**src/rtl/alu_pkg.sv**
```systemverilog
// alu_pkg -- shared constants and types for the 32-bit execute ALU.
//   DATA_W   : datapath width (32)
//   SHAMT_W  : SRL shift-amount width (5)
//   OP_*     : 4-bit operation codes
//   state_t  : control FSM state encoding
// Optional feature macro: ALU_CARRY_EN (carry flag and ADC op).
package alu_pkg;

  localparam int DATA_W  = 32;
  localparam int SHAMT_W = 5;
  localparam int OP_W    = 4;

  localparam logic [OP_W-1:0] OP_ADD   = 4'd0;
  localparam logic [OP_W-1:0] OP_AND   = 4'd1;
  localparam logic [OP_W-1:0] OP_OR    = 4'd2;
  localparam logic [OP_W-1:0] OP_XOR   = 4'd3;
  localparam logic [OP_W-1:0] OP_NOR   = 4'd4;
  localparam logic [OP_W-1:0] OP_SRL   = 4'd5;
  localparam logic [OP_W-1:0] OP_EXT   = 4'd6;
  localparam logic [OP_W-1:0] OP_ORBIT = 4'd7;
  localparam logic [OP_W-1:0] OP_ADC   = 4'd8;

  typedef enum logic [1:0] {
    ST_IDLE  = 2'd0,
    ST_SHIFT = 2'd1,
    ST_DONE  = 2'd2
  } state_t;

endpackage

```
**src/rtl/alu_comb_32.sv**
```systemverilog
// alu_comb_32 -- combinational result logic for every op except SRL.
// Ports:
//   op        : operation code
//   a, b      : 32-bit operands
//   imm       : 16-bit immediate for EXT
//   result    : computed result (0 for SRL and undefined codes)
//   carry_in  : stored carry flag, feeds ADC          (ALU_CARRY_EN only)
//   carry_out : bit 32 of the (possibly carry-in) sum (ALU_CARRY_EN only)
//   carry_we  : op updates the carry flag             (ALU_CARRY_EN only)
// Optional feature macro: ALU_CARRY_EN.
module alu_comb_32
  import alu_pkg::*;
(
  input  logic [OP_W-1:0]   op,
  input  logic [DATA_W-1:0] a,
  input  logic [DATA_W-1:0] b,
  input  logic [15:0]       imm,
  output logic [DATA_W-1:0] result
`ifdef ALU_CARRY_EN
  ,
  input  logic              carry_in,
  output logic              carry_out,
  output logic              carry_we
`endif
);

`ifdef ALU_CARRY_EN
  // 33-bit sum shared by ADD and ADC; the stored carry only enters for ADC.
  logic              adc_cin;
  logic [DATA_W:0]   sum;

  assign adc_cin   = (op == OP_ADC) & carry_in;
  assign sum       = {1'b0, a} + {1'b0, b} + {{DATA_W{1'b0}}, adc_cin};
  assign carry_out = sum[DATA_W];
  assign carry_we  = (op == OP_ADD) || (op == OP_ADC);
`else
  // Without the carry flag only the low 32 bits of the sum are observable.
  logic [DATA_W-1:0] sum;

  assign sum = a + b;
`endif

  always_comb begin
    result = '0;
    case (op)
      OP_ADD:   result = sum[DATA_W-1:0];
      OP_AND:   result = a & b;
      OP_OR:    result = a | b;
      OP_XOR:   result = a ^ b;
      OP_NOR:   result = ~(a | b);
      OP_EXT:   result = {{(DATA_W-16){imm[15]}}, imm};
      OP_ORBIT: result = {{(DATA_W-1){1'b0}}, |a};
`ifdef ALU_CARRY_EN
      OP_ADC:   result = sum[DATA_W-1:0];
`endif
      // SRL is handled by the shifter register in the top; undefined codes
      // give zero.
      default:  result = '0;
    endcase
  end

endmodule

```
**src/rtl/alu_exec_32.sv**
```systemverilog
// alu_exec_32 -- 32-bit execute ALU with a valid/ready handshake on both
// sides, an iterative 1-bit-per-cycle logical right shifter and flags.
// Ports:
//   clk, rst           : rising-edge clock, synchronous active-high reset
//   in_valid/in_ready  : operation handshake (ready only in IDLE)
//   op, a, b, shamt, imm : operation and operands, captured on accept
//   out_valid/out_ready: result handshake (valid only in DONE)
//   result             : registered result
//   zero               : result == 0
//   carry              : stored carry flag (tied 0 without ALU_CARRY_EN)
// Optional feature macro: ALU_CARRY_EN (carry flag and ADC op).
module alu_exec_32
  import alu_pkg::*;
(
  input  logic               clk,
  input  logic               rst,
  input  logic               in_valid,
  output logic               in_ready,
  input  logic [OP_W-1:0]    op,
  input  logic [DATA_W-1:0]  a,
  input  logic [DATA_W-1:0]  b,
  input  logic [SHAMT_W-1:0] shamt,
  input  logic [15:0]        imm,
  output logic               out_valid,
  input  logic               out_ready,
  output logic [DATA_W-1:0]  result,
  output logic               zero,
  output logic               carry
);

  state_t               state_reg;
  logic [DATA_W-1:0]    result_reg;
  logic [SHAMT_W-1:0]   count_reg;
  logic [DATA_W-1:0]    comb_result;
  logic                 accept;

`ifdef ALU_CARRY_EN
  logic                 carry_reg;
  logic                 comb_carry;
  logic                 comb_carry_we;
`endif

  assign accept = in_valid && (state_reg == ST_IDLE);

  alu_comb_32 u_comb (
    .op        (op),
    .a         (a),
    .b         (b),
    .imm       (imm),
    .result    (comb_result)
`ifdef ALU_CARRY_EN
    ,
    .carry_in  (carry_reg),
    .carry_out (comb_carry),
    .carry_we  (comb_carry_we)
`endif
  );

  // Control FSM, shifter and result register. SRL loads a on accept and
  // then shifts once per SHIFT cycle; the last shift happens on the edge
  // that enters DONE, so out_valid appears N+1 cycles after accept.
  always_ff @(posedge clk) begin
    if (rst) begin
      state_reg  <= ST_IDLE;
      result_reg <= '0;
      count_reg  <= '0;
    end else begin
      case (state_reg)
        ST_IDLE: begin
          if (accept) begin
            if (op == OP_SRL) begin
              result_reg <= a;
              count_reg  <= shamt;
              state_reg  <= (shamt == '0) ? ST_DONE : ST_SHIFT;
            end else begin
              result_reg <= comb_result;
              state_reg  <= ST_DONE;
            end
          end
        end
        ST_SHIFT: begin
          result_reg <= result_reg >> 1;
          count_reg  <= count_reg - SHAMT_W'(1);
          if (count_reg == SHAMT_W'(1)) begin
            state_reg <= ST_DONE;
          end
        end
        ST_DONE: begin
          if (out_ready) begin
            state_reg <= ST_IDLE;
          end
        end
        default: state_reg <= ST_IDLE;
      endcase
    end
  end

`ifdef ALU_CARRY_EN
  // Only ADD and ADC touch the flag; SRL never asserts comb_carry_we.
  always_ff @(posedge clk) begin
    if (rst) begin
      carry_reg <= 1'b0;
    end else if (accept && comb_carry_we) begin
      carry_reg <= comb_carry;
    end
  end

  assign carry = carry_reg;
`else
  assign carry = 1'b0;
`endif

  assign in_ready  = (state_reg == ST_IDLE);
  assign out_valid = (state_reg == ST_DONE);
  assign result    = result_reg;
  assign zero      = (result_reg == '0);

endmodule

```
**config.mk**
```make
export PLATFORM = sky130hd
export DESIGN_NAME = alu_exec_32
export DESIGN_NICKNAME = d
export VERILOG_FILES = /design/src/rtl/alu_pkg.sv /design/src/rtl/alu_comb_32.sv /design/src/rtl/alu_exec_32.sv
export SDC_FILE = /design/constraint.sdc
export NUM_CORES = 1
export LEC_CHECK = 0
export ABC_AREA = 1
export BUFFER_PORTS_ARGS = -buffer_cell sky130_fd_sc_hd__clkbuf_2
export CAP_MARGIN = 20
export CORE_AREA = 2 2 109 111
export CTS_CLUSTER_DIAMETER = 150
export DETAILED_ROUTE_END_ITERATION = 7
export DIE_AREA = 0 0 111 113
export PLACE_DENSITY = 0.82
export SETUP_SLACK_MARGIN = 0.4
export SLEW_MARGIN = 0
export SYNTH_ARGS = -nofsm -noshare
export SYNTH_HDL_FRONTEND = slang
export SYNTH_SLANG_ARGS = --single-unit
```
**constraint.sdc**
```tcl
create_clock -name clk -period 3.2 [get_ports clk]
set_clock_uncertainty 0.2 [all_clocks]
set_input_delay 0.16 -clock clk [delete_from_list [all_inputs] [get_ports clk]]
set_output_delay 0.16 -clock clk [all_outputs]
set_load 0.05 [all_outputs]
```
Word level (Yosys, flattened, before mapping)
Index checks and enable logic that the tools add are counted.

word-level totals
  flip-flop bits (word level) = 39
  bits of input ports = 93
  output and inout port bits = 36
  logic and storage cells = 46

cells by class
  add/subtract/negate cells = 2
  equal/unequal tests = 14
  muxes and demuxes = 13
  bitwise gates (word level) = 4
  reduce and logical (&&, ||, !) cells = 10

operators by type and width
  kind                                               count
  one-hot mux 32 bit (7 select lines)                1
  two-way mux 32 bit                                 2
  one-hot mux 32 bit (2 select lines)                1
  adder 32 bit                                       1
  bitwise AND 32 bit                                 1
  logical NOT 32 bit                                 1
  inverter 32 bit                                    1
  OR 32 bit                                          1
  OR reduction 32 bit                                1
  bitwise XOR 32 bit                                 1
  == test 4 x 3 -> 1 bit (second input constant)     4
  two-way mux 2 bit                                  5
  two-way mux 5 bit                                  2
  one-hot mux 5 bit (2 select lines)                 1
  == test 4 x 2 -> 1 bit (second input constant)     2
  != test 2 x 1 -> 1 bit (second input constant)     3
  one-hot mux 2 bit (3 select lines)                 1
  AND reduction 3 bit                                2
  == test 5 x 1 -> 1 bit (second input constant)     1
  logical NOT 5 bit                                  1
  subtractor 5 x 1 -> 5 bit (second input constant)  1
  == test 4 x 1 -> 1 bit (second input constant)     1
  logical NOT 4 bit                                  1
  == test 2 x 1 -> 1 bit (second input constant)     1
  6 further kinds                                    6

Logic depth before layout (Yosys ltp)
Gate-level depths: netlist of the first run.

  word-level depth = 6
  gate-level depth with buffers = 16
  depth with buffers taken out = 16

Hierarchy
From an unflattened synthesis of the first run, not the netlist that was laid out.

unflattened totals
  cell total of the unflattened synthesis = 1218
  area, all modules = 6620.1 sq um

modules (own cells, without submodules)
  module       times used  cells an instance  area an instance (sq um)
  alu_comb_32  1           841                4196.5
  alu_exec_32  1           377                2423.6

Least setup slack after synthesis of the first run
OpenSTA, ideal clock, no wires.

  path kind = register to output
  start = reg result_reg[19] (netlist: result[19])
  end = out zero
  arrival = 2.403 ns
  data required time = 2.840 ns
  path slack = 0.437 ns
  cell stages (with the launch flop) = 4
  buffers on the path = 0
  path through = dfxtp_1 -> nor4_1 -> nand3_1 -> nor4_1

on the way
  cells in the longest elaborated chain, start to end = 1

RTL lines
  item                    RTL line            text
  from (decl)             alu_exec_32.sv:32   logic [DATA_W-1:0] result_reg;
  from (signal assigned)  alu_exec_32.sv:76   result_reg <= comb_result;
  from (signal assigned)  alu_exec_32.sv:82   result_reg <= result_reg >> 1;
  logical NOT 32 bit      alu_exec_32.sv:116  assign zero = (result_reg == '0);
  to (decl)               alu_exec_32.sv:27   output logic zero,

No other way between the ends.

Worst setup path in the final report of the first run
  start = reg state_reg[0]
  end = reg state_reg[0]

on the way
  cells in the longest elaborated chain, start to end = 4
  elaborated cells on any way between the ends = 9
  classes of those cells = eq/ne (5); mux (1); reduce/logical (3)

RTL lines
  item                              RTL line                              text
  from (decl)                       alu_exec_32.sv:31                     state_t state_reg;
  from (signal assigned)            alu_exec_32.sv:74                     state_reg <= (shamt == '0) ? ST_DONE : ST_SHIFT;
  logical NOT 2 bit                 alu_exec_32.sv:43, alu_exec_32.sv:68
  logical AND 1 bit                 alu_exec_32.sv:43                     assign accept = in_valid && (state_reg == ST_IDLE);
  != test 2 x 1 -> 1 bit (no line)  --
  AND reduction 3 bit (no line)     --

Parallel ways exist; a longest one is shown, timed or not.
A chain may end at the register's enable or synchronous reset.

==> results of run 1 <==
## layout make-up
class / instances / area (um2)
flip-flops and latches: 39 / 781
clock inverters: 3 / 43.8
inverters: 244 / 922
multi-input cells: 866 / 4710
clock buffers: 5 / 125
well taps: 143 / 179
repair buffers: 134 / 696
fillers: 1153 / 3810
## routing by layer
layer | GRT usage | vias up | share of wire
met5 | 0 | - | 0
met4 | 0.0992 | 0 | 0.025
met3 | 0.0445 | 39 | 0.10
met2 | 0.568 | 412 | 0.43
met1 | 0.502 | 3589 | 0.44
li1 | - | 3977 | -
## path summary, 6_finish.rpt
path | from | end | cells past startpoint | slack, ps
worst max register to register | state_reg[0]$_SDFFE_PP0P_ | state_reg[0]$_SDFFE_PP0P_ | 6 | 470
worst min register to register | result[15]$_SDFFE_PP0P_ | result[15]$_SDFFE_PP0P_ | 2 | 290
worst min-delay path | shamt[1] | count_reg[1]$_SDFFE_PP0P_ | 3 | 50
worst max-delay path | state_reg[0]$_SDFFE_PP0P_ | state_reg[0]$_SDFFE_PP0P_ | 6 | 470
## power by group through the flow
stage | combinational (mW) | sequential [mW] | clock (mW)
2_1_floorplan | 0.631 | 0.625 | 0
3_3_place_gp | 0.978 | 0.552 | 0
3_5_place_dp | 0.985 | 0.552 | 0
4_1_cts | 0.992 | 0.542 | 0.568
5_1_grt | 1.12 | 0.545 | 0.584
6_report | 1.01 | 0.543 | 0.566
## critical path: cells and delay by family (launching register included)
kind	cells	cell delay, ps
buffers and inverters	3	930
AND/OR/NAND/NOR	1	260
AO/OA/AOI/OAI	2	670
flip-flops	1	580
## cells by family (layout without fill, tap and decap cells)
logic type,Yosys count,after routing,share of synthesized area
AND/OR/NAND/NOR,590,590,0.392
buffers and inverters,278,386,0.176
AO/OA/AOI/OAI,206,206,0.185
adder cells (fa/ha/maj),67,67,0.127
flip-flops,39,39,0.117
XOR/XNOR,2,2,0.00263
other,1,1,0.000563
## per-stage QoR
step / power [mW] / cells / instance area, um2 / hold WS [ps]
2_1_floorplan: 1.26 / 1183 / 6670 / 44.5
3_3_place_gp: 1.53 / 1423 / 7260 / 233
3_5_place_dp: 1.54 / 1423 / 7260 / 234
4_1_cts: 2.10 / 1434 / 7460 / 35.0
5_1_grt: 2.25 / 1434 / 7460 / 77.6
6_report: 2.12 / 1434 / 7460 / 48.0
## synthesized netlist by cell type (2+ instances only)
library cell / count
sky130_fd_sc_hd__nand2_1: 342
sky130_fd_sc_hd__inv_1: 233
sky130_fd_sc_hd__nor2_1: 93
sky130_fd_sc_hd__a21oi_1: 67
sky130_fd_sc_hd__ha_1: 66
sky130_fd_sc_hd__nand3_1: 66
sky130_fd_sc_hd__o21ai_0: 62
sky130_fd_sc_hd__dfxtp_1: 39
sky130_fd_sc_hd__a211oi_1: 23
sky130_fd_sc_hd__nand2_2: 20
sky130_fd_sc_hd__nor4_1: 15
sky130_fd_sc_hd__o22ai_1: 14
sky130_fd_sc_hd__nand4_1: 12
sky130_fd_sc_hd__buf_2: 10
sky130_fd_sc_hd__o21ai_1: 10
sky130_fd_sc_hd__buf_6: 9
sky130_fd_sc_hd__inv_2: 9
sky130_fd_sc_hd__nor2_4: 9
sky130_fd_sc_hd__nor3_1: 9
sky130_fd_sc_hd__a21oi_2: 7
sky130_fd_sc_hd__nand3_2: 7
sky130_fd_sc_hd__clkbuf_1: 6
sky130_fd_sc_hd__o2111ai_1: 6
sky130_fd_sc_hd__buf_4: 5
sky130_fd_sc_hd__nor2_2: 5
sky130_fd_sc_hd__nand2_4: 4
sky130_fd_sc_hd__nand3b_1: 4
sky130_fd_sc_hd__o211ai_1: 3
sky130_fd_sc_hd__o221ai_1: 3
sky130_fd_sc_hd__and3_1: 2
sky130_fd_sc_hd__inv_4: 2
sky130_fd_sc_hd__o41ai_1: 2
## repair_timing
action	in CTS	in global routing
resized for setup	0	1
hold buffers	3	0
endpoints found under the setup margin	0	2
hold endpoints to repair	3	0
==> impl_results.html, run 1 <==
<table>
<tr><th>Metric</th><th>Value</th></tr>
<tr><th colspan="2">Synthesis</th></tr>
<tr><td>Area contributors post-synth</td><td>sky130_fd_sc_hd__nand2_1 19%, sky130_fd_sc_hd__inv_1 13%, sky130_fd_sc_hd__ha_1 12%</td></tr>
<tr><td>Post-Syn Instances</td><td>1183</td></tr>
<tr><td>Predominant post-synthesis flop cell</td><td>sky130_fd_sc_hd__dfxtp_1</td></tr>
<tr><td>Async set-reset flop share out of synthesis</td><td>0</td></tr>
<tr><td>Synthesis warning total</td><td>0</td></tr>
<tr><td>Flip-flop and latch count after synthesis</td><td>39</td></tr>
<tr><td>Sequential area share after synthesis</td><td>0.117</td></tr>
<tr><td>Synth Cell Area</td><td>0.00667 mm2</td></tr>
<tr><td>Share of Yosys cell area claimed by the top area cell type</td><td>0.193</td></tr>
<tr><td>Synthesized Nets</td><td>1343</td></tr>
<tr><td>Mean cell area of the mapped netlist</td><td>5.64 um2</td></tr>
<tr><td>Post-synth EDFFs</td><td>0</td></tr>
<tr><td>Largest area contributor in the synthesized netlist</td><td>sky130_fd_sc_hd__nand2_1</td></tr>
<tr><td>Unique cell type count in the Yosys netlist</td><td>51</td></tr>
<tr><th colspan="2">Power and ir drop</th></tr>
<tr><td>Switching pwr</td><td>0.928 mW</td></tr>
<tr><td>Sequential Power Share</td><td>0.256</td></tr>
<tr><td>Combinational power share</td><td>0.478</td></tr>
<tr><td>Max IR drop VDD</td><td>0.415 mV</td></tr>
<tr><td>Cell-internal power</td><td>1.19 mW</td></tr>
<tr><td>Clock Power Share</td><td>0.267</td></tr>
<tr><td>Switching power as a share of total power</td><td>0.437</td></tr>
<tr><td>P_leak</td><td>4.34 nW</td></tr>
<tr><td>PwrDens</td><td>285 mW/mm2</td></tr>
<tr><th colspan="2">Worst setup path</th></tr>
<tr><td>Worst setup path class</td><td>reg -&gt; reg</td></tr>
<tr><td>Critical Path, Cell by Cell</td><td>inv_2 -&gt; nor2_4 -&gt; clkinv_2 -&gt; a31oi_1 -&gt; inv_1 -&gt; a21oi_1</td></tr>
<tr><td>Data required time of the worst path</td><td>3200 ps</td></tr>
<tr><td>Max stage delay on crit path</td><td>580 ps</td></tr>
<tr><td>CP Data Arrival Time</td><td>2730 ps</td></tr>
<tr><td>Max Fanout on Critical Path</td><td>39</td></tr>
<tr><td>Slowest-stage cell, CP</td><td>sky130_fd_sc_hd__dfxtp_1</td></tr>
<tr><td>Kind of capture point of the worst setup path</td><td>flop</td></tr>
<tr><td>Crit path launch type</td><td>flop</td></tr>
<tr><th colspan="2">Floorplanning</th></tr>
<tr><td>Full die area</td><td>0.0125 mm2</td></tr>
<tr><td>Die outline height</td><td>113 um</td></tr>
<tr><td>I/O pin count</td><td>129</td></tr>
<tr><td>Initial core utilization</td><td>0.591</td></tr>
<tr><td>Row count</td><td>39</td></tr>
<tr><td>Chip width</td><td>111 um</td></tr>
<tr><td>Core area</td><td>0.0113 mm2</td></tr>
<tr><th colspan="2">Timing</th></tr>
<tr><td>Accumulated negative setup slack</td><td>0 ps</td></tr>
<tr><td>Time the worst path needs with I/O delays and setup</td><td>2730 ps</td></tr>
<tr><td>Final Hold Violating Endpoints</td><td>0</td></tr>
<tr><td>Worst slew margin</td><td>0.423</td></tr>
<tr><td>Final Cycle Share</td><td>0.854</td></tr>
<tr><td>Worst Setup Slack, final</td><td>467 ps</td></tr>
<tr><td>Peak clock frequency supported by timing</td><td>366 MHz</td></tr>
<tr><td>Tightest Pin Transition</td><td>866 ps</td></tr>
<tr><td>Max-slew violation count</td><td>0</td></tr>
<tr><td>Total of endpoints with negative setup slack in the final report</td><td>0</td></tr>
<tr><td>RSZ-0062 raised after global routing</td><td>yes</td></tr>
<tr><th colspan="2">Routing</th></tr>
<tr><td>Detail-routed net length per standard cell</td><td>15.7 um</td></tr>
<tr><td>DRC violations left</td><td>0</td></tr>
<tr><td>Number of nets with antenna violations after routing</td><td>0</td></tr>
<tr><td>1st-iter DRT viols</td><td>877</td></tr>
<tr><td>Final routed wirelength across all metal layers</td><td>22500 um</td></tr>
<tr><td>Detailed-route via count</td><td>8017</td></tr>
<tr><td>First-pass iteration count of the detailed router</td><td>6</td></tr>
<tr><td>Detailed-route vias per instance</td><td>5.59</td></tr>
<tr><th colspan="2">Worst hold path</th></tr>
<tr><td>Worst min path class</td><td>in -&gt; reg</td></tr>
<tr><th colspan="2">Layout</th></tr>
<tr><td>Most frequent cells in the layout</td><td>342 x sky130_fd_sc_hd__nand2_1, 233 x sky130_fd_sc_hd__inv_1, 127 x sky130_fd_sc_hd__clkbuf_2</td></tr>
<tr><td>Area delta synth-&gt;final</td><td>11.9%</td></tr>
<tr><td>Largest register FFs</td><td>32</td></tr>
<tr><td>Final Util</td><td>0.662</td></tr>
<tr><td>Final antenna diode count</td><td>0</td></tr>
<tr><td>Share of cells above drive strength 1</td><td>0.160</td></tr>
<tr><td>Leading cell type in the layout, fill and taps excluded</td><td>sky130_fd_sc_hd__nand2_1</td></tr>
<tr><td>Number of nets in the layout</td><td>1450</td></tr>
<tr><th colspan="2">GRT</th></tr>
<tr><td>Number of global-route vias before repair</td><td>7084</td></tr>
<tr><td>GRT overflow</td><td>0</td></tr>
<tr><td>Antenna violations before repair</td><td>0</td></tr>
<tr><td>Maximum number of pins on one net before global-route repair</td><td>40</td></tr>
<tr><td>First-pass GRT wire length</td><td>35800 um</td></tr>
<tr><td>Total Routing Usage GR</td><td>0.354</td></tr>
<tr><th colspan="2">Clocking</th></tr>
<tr><td>Clock tree from TritonCTS</td><td>built</td></tr>
<tr><td>Clk pin slew, worst setup/hold paths</td><td>60 ps</td></tr>
<tr><td>Post CTS Setup Buffer Count</td><td>0</td></tr>
<tr><td>H-tree level count</td><td>2</td></tr>
<tr><td>Number of buffers inserted during clock tree synthesis</td><td>5</td></tr>
<tr><td>Clock sink total</td><td>39</td></tr>
<tr><td>Maximum root-to-sink buffer count</td><td>2</td></tr>
<tr><td>Source-to-sink clock delay at the later pin of the worst-skew pair</td><td>280 ps</td></tr>
<tr><td>Clock tree root buffer cell</td><td>sky130_fd_sc_hd__clkbuf_16</td></tr>
<tr><th colspan="2">Run status</th></tr>
<tr><td>Result of the run</td><td>finished clean</td></tr>
<tr><th colspan="2">Placed design</th></tr>
<tr><td>IO buf count</td><td>127</td></tr>
<tr><td>Half-perimeter wire length after detailed placement</td><td>17700 um</td></tr>
<tr><td>Pre-CTS setup slack</td><td>605 ps</td></tr>
<tr><td>RD Place Congestion</td><td>0.971</td></tr>
<tr><th colspan="2">Flow run</th></tr>
<tr><td>Max cap viols</td><td>0</td></tr>
</table>
No activity file was read; power rests on OpenSTA's default activity.
==> inputs of run 2 (changes only) <==
--- a/config.mk
+++ b/config.mk
@@ -5,14 +5,13 @@
 export SDC_FILE = /design/constraint.sdc
 export NUM_CORES = 1
 export LEC_CHECK = 0
-export ABC_AREA = 1
+export ABC_AREA = 0
 export BUFFER_PORTS_ARGS = -buffer_cell sky130_fd_sc_hd__clkbuf_2
-export CAP_MARGIN = 20
-export CORE_AREA = 2 2 109 111
+export CORE_AREA = 2 2 100 102
 export CTS_CLUSTER_DIAMETER = 150
 export DETAILED_ROUTE_END_ITERATION = 7
-export DIE_AREA = 0 0 111 113
-export PLACE_DENSITY = 0.82
+export DIE_AREA = 0 0 102 104
+export PLACE_DENSITY = 0.84
 export SETUP_SLACK_MARGIN = 0.4
 export SLEW_MARGIN = 0
 export SYNTH_ARGS = -nofsm -noshare
==> impl_results.html, run 2 <==
<table>
<tr><th>Metric</th><th>Value</th></tr>
<tr><th colspan="2">Run status</th></tr>
<tr><td>Result of the run</td><td>finished, violations left</td></tr>
<tr><td>Failing checks</td><td>design-rule violations</td></tr>
<tr><th colspan="2">GRT</th></tr>
<tr><td>Number of global-route vias before repair</td><td>6334</td></tr>
<tr><td>First-pass GRT wire length</td><td>30500 um</td></tr>
<tr><td>Antenna violations before repair</td><td>0</td></tr>
<tr><td>Maximum number of pins on one net before global-route repair</td><td>36</td></tr>
<tr><td>GRT overflow</td><td>0</td></tr>
<tr><td>Total Routing Usage GR</td><td>0.353</td></tr>
<tr><th colspan="2">Timing</th></tr>
<tr><td>Peak clock frequency supported by timing</td><td>370 MHz</td></tr>
<tr><td>Final Cycle Share</td><td>0.845</td></tr>
<tr><td>Final Hold Violating Endpoints</td><td>0</td></tr>
<tr><td>RSZ-0062 raised after global routing</td><td>no</td></tr>
<tr><td>Worst Setup Slack, final</td><td>495 ps</td></tr>
<tr><td>Accumulated negative setup slack</td><td>0 ps</td></tr>
<tr><td>Tightest Pin Transition</td><td>865 ps</td></tr>
<tr><td>Max-slew violation count</td><td>0</td></tr>
<tr><td>Time the worst path needs with I/O delays and setup</td><td>2710 ps</td></tr>
<tr><td>Worst slew margin</td><td>0.422</td></tr>
<tr><td>Total of endpoints with negative setup slack in the final report</td><td>0</td></tr>
<tr><th colspan="2">Worst setup path</th></tr>
<tr><td>Worst setup path class</td><td>in -&gt; reg</td></tr>
<tr><td>Worst path bufs/invs</td><td>2</td></tr>
<tr><td>Family with the most delay on the worst path</td><td>simple AND/OR/NAND/NOR gates</td></tr>
<tr><td>R2r setup slk</td><td>740 ps</td></tr>
<tr><td>Slowest-stage cell, CP</td><td>sky130_fd_sc_hd__or4b_2</td></tr>
<tr><td>Max stage delay on crit path</td><td>620 ps</td></tr>
<tr><td>Worst reg2reg endpoint</td><td>result[23]$_SDFFE_PP0P_</td></tr>
<tr><td>Max Fanout on Critical Path</td><td>6</td></tr>
<tr><td>Kind of capture point of the worst setup path</td><td>flop</td></tr>
<tr><td>R2R cell count</td><td>6</td></tr>
<tr><td>Data required time of the worst path</td><td>3260 ps</td></tr>
<tr><td>Crit path launch type</td><td>input pin</td></tr>
<tr><td>FF-to-FF Start</td><td>state_reg[0]$_SDFFE_PP0P_</td></tr>
<tr><td>Critical Path, Cell by Cell</td><td>clkbuf_2 -&gt; ha_1 -&gt; inv_1 -&gt; fa_1 -&gt; and2b_1 -&gt; o2111ai_1 -&gt; nand3b_1 -&gt; a311o_2 -&gt; a31o_4 -&gt; a21oi_1 -&gt; or4b_2 -&gt; nand3_1</td></tr>
<tr><td>CP Data Arrival Time</td><td>2760 ps</td></tr>
<tr><th colspan="2">Worst hold path</th></tr>
<tr><td>Endpoint of the worst hold path</td><td>count_reg[4]$_SDFFE_PP0P_</td></tr>
<tr><td>HP Start</td><td>shamt[4]</td></tr>
<tr><td>Number of stages on the worst hold path</td><td>3</td></tr>
<tr><td>Worst min path class</td><td>in -&gt; reg</td></tr>
<tr><th colspan="2">Layout</th></tr>
<tr><td>Largest register FFs</td><td>32</td></tr>
<tr><td>Final Util</td><td>0.673</td></tr>
<tr><td>Area delta synth-&gt;final</td><td>15.7%</td></tr>
<tr><td>Final antenna diode count</td><td>0</td></tr>
<tr><td>Finished Cell Area</td><td>0.00642 mm2</td></tr>
<tr><td>Most frequent cells in the layout</td><td>127 x sky130_fd_sc_hd__clkbuf_2, 87 x sky130_fd_sc_hd__a21oi_1, 86 x sky130_fd_sc_hd__nor2_1</td></tr>
<tr><td>Leading cell type in the layout, fill and taps excluded</td><td>sky130_fd_sc_hd__clkbuf_2</td></tr>
<tr><td>Number of nets in the layout</td><td>1060</td></tr>
<tr><td>Share of cells above drive strength 1</td><td>0.198</td></tr>
<tr><td>Post-route insts no fill</td><td>1034</td></tr>
<tr><th colspan="2">Routing</th></tr>
<tr><td>DRC violations left</td><td>2</td></tr>
<tr><td>Detailed-route vias per instance</td><td>6.61</td></tr>
<tr><td>Final routed wirelength across all metal layers</td><td>19000 um</td></tr>
<tr><td>Detailed-route via count</td><td>6834</td></tr>
<tr><td>First-pass iteration count of the detailed router</td><td>8</td></tr>
<tr><td>1st-iter DRT viols</td><td>687</td></tr>
<tr><td>Detail-routed net length per standard cell</td><td>18.3 um</td></tr>
<tr><td>Number of nets with antenna violations after routing</td><td>0</td></tr>
<tr><th colspan="2">Clocking</th></tr>
<tr><td>Post CTS Setup Buffer Count</td><td>0</td></tr>
<tr><td>Number of buffers inserted during clock tree synthesis</td><td>5</td></tr>
<tr><td>Source-to-sink clock delay at the later pin of the worst-skew pair</td><td>310 ps</td></tr>
<tr><td>Clock sink total</td><td>39</td></tr>
<tr><td>Clock tree root buffer cell</td><td>sky130_fd_sc_hd__clkbuf_8</td></tr>
<tr><td>Clock tree from TritonCTS</td><td>built</td></tr>
<tr><td>Maximum root-to-sink buffer count</td><td>2</td></tr>
<tr><td>Clk pin slew, worst setup/hold paths</td><td>90 ps</td></tr>
<tr><td>H-tree level count</td><td>2</td></tr>
<tr><th colspan="2">Floorplanning</th></tr>
<tr><td>I/O pin count</td><td>129</td></tr>
<tr><td>Row count</td><td>36</td></tr>
<tr><td>Initial core utilization</td><td>0.581</td></tr>
<tr><td>Die outline height</td><td>104 um</td></tr>
<tr><td>Full die area</td><td>0.0106 mm2</td></tr>
<tr><td>Core area</td><td>0.00955 mm2</td></tr>
<tr><td>Chip width</td><td>102 um</td></tr>
<tr><th colspan="2">Synthesis</th></tr>
<tr><td>Flip-flop and latch count after synthesis</td><td>39</td></tr>
<tr><td>Async set-reset flop share out of synthesis</td><td>0</td></tr>
<tr><td>Post-synth EDFFs</td><td>0</td></tr>
<tr><td>Share of Yosys cell area claimed by the top area cell type</td><td>0.149</td></tr>
<tr><td>Synth Cell Area</td><td>0.00555 mm2</td></tr>
<tr><td>Sequential area share after synthesis</td><td>0.141</td></tr>
<tr><td>Area contributors post-synth</td><td>sky130_fd_sc_hd__ha_1 15%, sky130_fd_sc_hd__dfxtp_1 14%, sky130_fd_sc_hd__a21oi_1 7.8%</td></tr>
<tr><td>Predominant post-synthesis flop cell</td><td>sky130_fd_sc_hd__dfxtp_1</td></tr>
<tr><td>Largest area contributor in the synthesized netlist</td><td>sky130_fd_sc_hd__ha_1</td></tr>
<tr><td>Synthesis warning total</td><td>0</td></tr>
<tr><td>Most used standard cell by instance count after synthesis</td><td>sky130_fd_sc_hd__nor2_1</td></tr>
<tr><td>Synthesized Nets</td><td>962</td></tr>
<tr><td>Mean cell area of the mapped netlist</td><td>6.92 um2</td></tr>
<tr><td>List of most frequent post-synthesis cells</td><td>88 x sky130_fd_sc_hd__nor2_1, 87 x sky130_fd_sc_hd__a21oi_1, 75 x sky130_fd_sc_hd__inv_1</td></tr>
<tr><td>Post-Syn Instances</td><td>802</td></tr>
<tr><td>Unique cell type count in the Yosys netlist</td><td>74</td></tr>
<tr><th colspan="2">Placed design</th></tr>
<tr><td>Cell area after placement</td><td>0.00626 mm2</td></tr>
<tr><td>Half-perimeter wire length after detailed placement</td><td>13900 um</td></tr>
<tr><td>RD Place Congestion</td><td>0.990</td></tr>
<tr><td>IO buf count</td><td>127</td></tr>
<tr><td>Pre-CTS setup slack</td><td>218 ps</td></tr>
<tr><td>Number of placed instances, taps included</td><td>1021</td></tr>
<tr><th colspan="2">Flow run</th></tr>
<tr><td>Max cap viols</td><td>0</td></tr>
<tr><th colspan="2">Power and ir drop</th></tr>
<tr><td>P_leak</td><td>3.09 nW</td></tr>
<tr><td>Max IR drop VDD</td><td>0.174 mV</td></tr>
<tr><td>PwrDens</td><td>334 mW/mm2</td></tr>
</table>
==> run 2: power by group <==
group	switching (mW)	internal [mW]	leakage [nW]
Sequential	0.0578	0.524	0.318
Combinational	0.704	0.393	2.71
Clock	0.214	0.253	0.0612
Total	0.976	1.17	3.09
==> run 2: routing by layer <==
metal | part of all wire | wire (um) | global-route usage | vias up
met5 | 0 | 0 | 0 | -
met4 | 0.040 | 751 | 0.175 | 0
met3 | 0.12 | 2200 | 0.0464 | 79
met2 | 0.45 | 8490 | 0.542 | 462
met1 | 0.40 | 7520 | 0.480 | 3135
li1 | - | - | - | 3158
==> run 2: worst min-delay path: stages <==
cell,delay (ps)
sky130_fd_sc_hd__clkbuf_2,90
sky130_fd_sc_hd__o22ai_1,160
sky130_fd_sc_hd__a211oi_1,90
==> run 2: worst max-delay path by stage <==
stage / slack, ps / to / from / cells after the start
final: 490 / result[28]$_SDFFE_PP0P_ / a[0] / 12
after global routing: 450 / result[28]$_SDFFE_PP0P_ / a[0] / 12
after CTS: 530 / result[28]$_SDFFE_PP0P_ / a[0] / 12
after detailed placement: 220 / result[28]$_SDFFE_PP0P_ / a[0] / 12
after global placement: 270 / result[28]$_SDFFE_PP0P_ / a[0] / 12
after floorplan: 530 / result[28]$_SDFFE_PP0P_ / a[0] / 11
==> run 2: timing repair <==
action                                 in CTS  in global routing
hold buffers                                5                  0
endpoints found under the hold margin       5                  0
setup endpoints to repair                   0                  0
gates resized for setup                     0                  0
==> run 2: metrics by stage <==
stage	total power [mW]	hold WS, ps
global route	2.26	49.7
floorplan	1.35	128
detailed placement	1.65	235
CTS	2.12	15.2
global placement	1.64	217
finish	2.15	29.6
==> run 2: cell families after synthesis <==
group                      share of synthesized area
AOI/OAI and AO/OA                              0.349
xor gates and xnor gates                      0.0252
adders and majority gates                      0.152
buffers and inverters                         0.0974
DFF                                            0.141
muxes                                        0.00541
other                                       0.000675
and+or+nand+nor                                0.229
==> run 2: cell type report <==
cell class              count  area, um2
clock buffers               6       82.6
clock inverters             2       35.0
fillers                   891       3130
inverters                  75        282
multi-input cells         629       4260
flip-flops and latches     39        781
well taps                 133        166
repair buffers            150        821
